### src/rtl/digit_serial_add_sub.sv
// Digit-serial adder/subtractor: DIGIT bits per clock, LSD first, with a registered
// inter-digit carry and valid/ready handshakes on both sides.
module digit_serial_add_sub #(
    parameter int WIDTH = 16,
    parameter int DIGIT = 4
) (
    input  logic             clock,
    input  logic             reset,
    input  logic             in_valid,
    output logic             in_ready,
    input  logic [WIDTH-1:0] in_a,
    input  logic [WIDTH-1:0] in_b,
    input  logic             in_sub,
    output logic             out_valid,
    input  logic             out_ready,
    output logic [WIDTH-1:0] out_sum,
    output logic             out_cout,
    output logic             out_ovf
);

    localparam int N    = WIDTH / DIGIT;
    localparam int CNTW = (N > 1) ? $clog2(N) : 1;

    if ((DIGIT < 1) || (DIGIT > WIDTH) || ((WIDTH % DIGIT) != 0)) begin : g_bad_digit
        $error("digit_serial_add_sub: DIGIT must divide WIDTH and lie in 1..WIDTH");
    end

    typedef enum logic [1:0] {IDLE = 2'd0, RUN = 2'd1, DONE = 2'd2} state_t;

    state_t                 state_q, state_d;
    logic [CNTW-1:0]        cnt_q, cnt_d;
    logic                   carry_q, carry_d;
    logic [WIDTH-1:0]       a_q, a_d, b_q, b_d, acc_q, acc_d;
    logic [WIDTH-1:0]       sum_q, sum_d;
    logic                   cout_q, cout_d, ovf_q, ovf_d;
    logic [DIGIT-1:0]       dsum;
    logic [DIGIT:0]         c;
    logic [WIDTH+DIGIT-1:0] acc_shift;
    logic                   last;

    // One digit of full-adder ripple; c[DIGIT-1] is the carry into this digit's top bit.
    always_comb begin
        c    = '0;
        dsum = '0;
        c[0] = carry_q;
        for (int i = 0; i < DIGIT; i++) begin
            dsum[i]  = a_q[i] ^ b_q[i] ^ c[i];
            c[i+1]   = (a_q[i] & b_q[i]) | (c[i] & (a_q[i] ^ b_q[i]));
        end
    end

    assign acc_shift = {dsum, acc_q} >> DIGIT;
    assign last      = (cnt_q == CNTW'(N - 1));

    always_comb begin
        state_d   = state_q;
        cnt_d     = cnt_q;
        carry_d   = carry_q;
        a_d       = a_q;
        b_d       = b_q;
        acc_d     = acc_q;
        sum_d     = sum_q;
        cout_d    = cout_q;
        ovf_d     = ovf_q;
        in_ready  = 1'b0;
        out_valid = 1'b0;
        case (state_q)
            IDLE: begin
                in_ready = 1'b1;
                if (in_valid) begin
                    a_d     = in_a;
                    b_d     = in_b ^ {WIDTH{in_sub}};
                    carry_d = in_sub;
                    cnt_d   = '0;
                    state_d = RUN;
                end
            end
            RUN: begin
                a_d     = a_q >> DIGIT;
                b_d     = b_q >> DIGIT;
                acc_d   = acc_shift[WIDTH-1:0];
                carry_d = c[DIGIT];
                cnt_d   = cnt_q + 1'b1;
                if (last) begin
                    state_d = DONE;
                    sum_d   = acc_shift[WIDTH-1:0];
                    cout_d  = c[DIGIT];
                    ovf_d   = c[DIGIT] ^ c[DIGIT-1];
                end
            end
            DONE: begin
                out_valid = 1'b1;
                if (out_ready) begin
                    state_d = IDLE;
                end
            end
            default: state_d = IDLE;
        endcase
    end

    always_ff @(posedge clock or negedge reset) begin
        if (!reset) begin
            state_q <= IDLE;
            cnt_q   <= '0;
            carry_q <= 1'b0;
            sum_q   <= '0;
            cout_q  <= 1'b0;
            ovf_q   <= 1'b0;
        end else begin
            state_q <= state_d;
            cnt_q   <= cnt_d;
            carry_q <= carry_d;
            sum_q   <= sum_d;
            cout_q  <= cout_d;
            ovf_q   <= ovf_d;
        end
    end

    // Operand and partial-result shifters are fully rewritten by every operation.
    always_ff @(posedge clock) begin
        a_q   <= a_d;
        b_q   <= b_d;
        acc_q <= acc_d;
    end

    assign out_sum  = sum_q;
    assign out_cout = cout_q;
    assign out_ovf  = ovf_q;

endmodule

### config.mk
export PLATFORM = sky130hd
export DESIGN_NAME = digit_serial_add_sub
export DESIGN_NICKNAME = d
export VERILOG_FILES = /design/src/rtl/digit_serial_add_sub.sv
export SDC_FILE = /design/constraint.sdc
export NUM_CORES = 1
export LEC_CHECK = 0
export ABC_AREA = 1
export CAP_MARGIN = 0
export CORE_MARGIN = 2
export CORE_UTILIZATION = 30
export CTS_CLUSTER_DIAMETER = 200
export DETAILED_ROUTE_END_ITERATION = 10
export GPL_TIMING_DRIVEN = 0
export PLACE_DENSITY_LB_ADDON = 0.2
export SLEW_MARGIN = 25
export SYNTH_ARGS = -nofsm -noshare
export SYNTH_HDL_FRONTEND = slang
export SYNTH_SLANG_ARGS = --single-unit
### constraint.sdc
create_clock -name clock -period 2.85 [get_ports clock]
set_input_delay 0.285 -clock clock [delete_from_list [all_inputs] [get_ports clock]]
set_output_delay 0.285 -clock clock [all_outputs]
set_load 0.1 [all_outputs]
==> flow_summary.toml <==
[outcome]
outcome = "complete, no violations"

[hold_path]
min_path_type = "in2reg"
worst_hold_path.endpoint = "b_q[9]"
worst_hold_startpoint = "in_sub"
worst_hold_path.num_cells = 4

[cells_and_area]
postLayoutCellArea_um2 = 3860
n_fill_cell = 972
sequential_cell_area_um2 = 1900
diodes = 0
mostFrequentLayoutCell = "sky130_fd_sc_hd__nand2_1"
final_layout_size_suffix_gt1_share_pct = 12.5
stdcell_count = 492
multiInputGateArea_um2 = 891
nNetsFinal = 396
final_cell_mix = "137 x sky130_fd_sc_hd__nand2_1, 54 x sky130_fd_sc_hd__clkdlybuf4s50_1, 44 x sky130_fd_sc_hd__edfxtp_1"
area_grow_syn2layout_pct = 32.1

[worst_setup_path]
regToRegSetupSlack_ns = 0.58
setup.worst_path.start_class = "register"
endpoint_kind = "primary output"
worst_r2r_path_depth = 10
worst-setup-path-type = "reg2out"
critPathArrivalTime_ns = 2.22
reg2reg_to = "out_sum[15]"
crit_path_max_fanout = 5
rr_startpoint = "carry_q"
worst-endpoint-required_ns = 2.57

[synthesis]
yosys.area_share.xor_xnor_pct = 1.20
syn_area_um2 = 2920
compound_gate_fraction_of_synth_area_pct = 0.514
synth.net_count = 329
dominant_combinational_cell_family_by_area_after_synthesis = "simple AND/OR/NAND/NOR gates"
synth_mux_area_share_pct = 0
ys.warnings.count = 0
yosysSeqAreaShare_pct = 65.0
synthesis.area_per_instance_um2 = 10.2
fraction_of_the_mapped_netlist_area_in_adder_cells_pct = 3.17
postSynthCellCount = 287
postSynthRegisterBits = 67
synth-simple-area-share_pct = 25.6
synth_cell_type_count = 18

[die]
ports = 57
floorplan.rows = 36
floorplan.die_area_um2 = 10500
die_w_um = 103
start_util_pct = 30.4
design.core.area_um2 = 9590
die_height_um = 103

[route]
routed_via_count_divided_by_cell_count = 4.08
firstDrtPassIters = 4
detailroute.via_count = 2006
post_drt_wl_per_cell_um = 11.7
drt_wl_total_um = 5780
detail-route-antenna-nets = 0
dr.first_iter.drc_count = 56
route.detailed.drc = 0

[sta]
slew_violations = 0
whs_ns = 0.422
clock_skew_ns = 0.00962
timing.setup.tns_ns = 0
finalHoldViolations = 0
min_period_over_period_pct = 87.9
period_minus_slack_ns = 2.50
setup_violations = 0
setup_repair_after_global_routing_missed_its_margin = "false"
tightestPinTransition_ns = 0.982
max_freq_ghz = 0.399
max-slew-margin-rel_pct = 34.3

[clock_network]
cts_root_buf = "sky130_fd_sc_hd__clkbuf_8"
ctsResizeCount = 0
h-tree-depth = 3
cts_post_setup_buffers_inserted = 0
cts_buffer_depth = 2
tritoncts = "yes"
cts.sink_count = 67
cts.clk_slew.worst_paths_ns = 0.07
worst_skew_pair.late_latency_ns = 0.34
cts_hold_buf = 1
tritoncts.num_buffers = 9

[placed_design]
globalplace.congestion = 0.720
dpl_cell_area_um2 = 3630
place_hpwl_um = 3890
post-place-cells = 475
placement.io_buffers = 55

[grt]
grt-ovfl-total = 0
antenna_found_initial = 0
grt_start_max_net_pins = 33
globalRouteTotalUtil_pct = 12.6
grt_pass1_vias = 1996
grt_first_pass_wirelength_um = 9850

[flow_run]
maxcap_violations = 0
per-layer routing:
layer	vias to the layer above	track usage (%)	part of all wire [%]
li1	1036	-	-
met1	903	15.6	44
met2	57	20.4	48
met3	10	4.88	6.4
met4	0	3.69	1.2
met5	-	0	0
worst max-delay path, cell delays in order (launching register included):
cell	delay (ns)
sky130_fd_sc_hd__dfrtp_1	0.44
sky130_fd_sc_hd__nor2_1	0.25
sky130_fd_sc_hd__clkdlybuf4s50_1	1.19
sequential cells by signal, indices dropped and copies added, names as in the netlist:
name      cells
a_q          16
b_q          16
out_sum      16
acc_q        12
cnt_q         2
state_q       2
carry_q       1
out_cout      1
out_ovf       1
area by class of cell:
cell class                      count  area share [%]
Sequential cell                    67            49.2
Multi-Input combinational cell    191            23.1
Timing Repair Buffer               56            14.4
Tap cell                          133            4.31
Inverter                           19            1.85
Clock buffer                        9            3.21
Buffer                             10            1.59
Clock inverter                      7            2.40
how the worst max path moves through the flow:
| stage | startpoint | slack, ns | depth (start not counted) | to |
|---|---|---|---|---|
| 5_1_grt | state_q[0] | 0.25 | 2 | in_ready |
| 6_report | state_q[0] | 0.35 | 2 | in_ready |
| 3_5_place_dp | carry_q | 0.58 | 10 | out_sum[15] |
| 3_3_place_gp | in_valid | 0.48 | 3 | a_q[14] |
| 4_1_cts | state_q[1] | 0.34 | 3 | out_valid |
| 2_1_floorplan | carry_q | 0.73 | 10 | out_sum[15] |
synth_stat cells (all sizes together):
cell    count  area, um^2
dfrtp      23         576
edfxtp     44        1320
xnor2       4        35.0
nand3      15        75.1
nand2     139         532
ha          1        12.5
nor2       12        60.1
fa          4        80.1
inv        19        71.3
clkbuf      1        3.75
or2        13        81.3
o21ai       3        15.0
buf         9        57.6
through the flow:
stage	setup slack, ns	utilization (%)
final	0.346	40.2
after floorplan	0.725	-
after global routing	0.249	40.2
after CTS	0.339	40.2
after detailed placement	0.584	37.9
after global placement	0.481	37.9
cell families (layout without fill, tap and decap cells):
kind of cell               after synthesis  count (layout)
xor gates and xnor gates                 4               4
buffers and inverters                   29             101
DFF                                     67              67
AOI/OAI and AO/OA                        3               3
adders and majority gates                5               5
and+or+nand+nor                        179             179
Power is not shown: default switching activity piles up to over one toggle a cycle in this logic, so the estimate is an artifact.
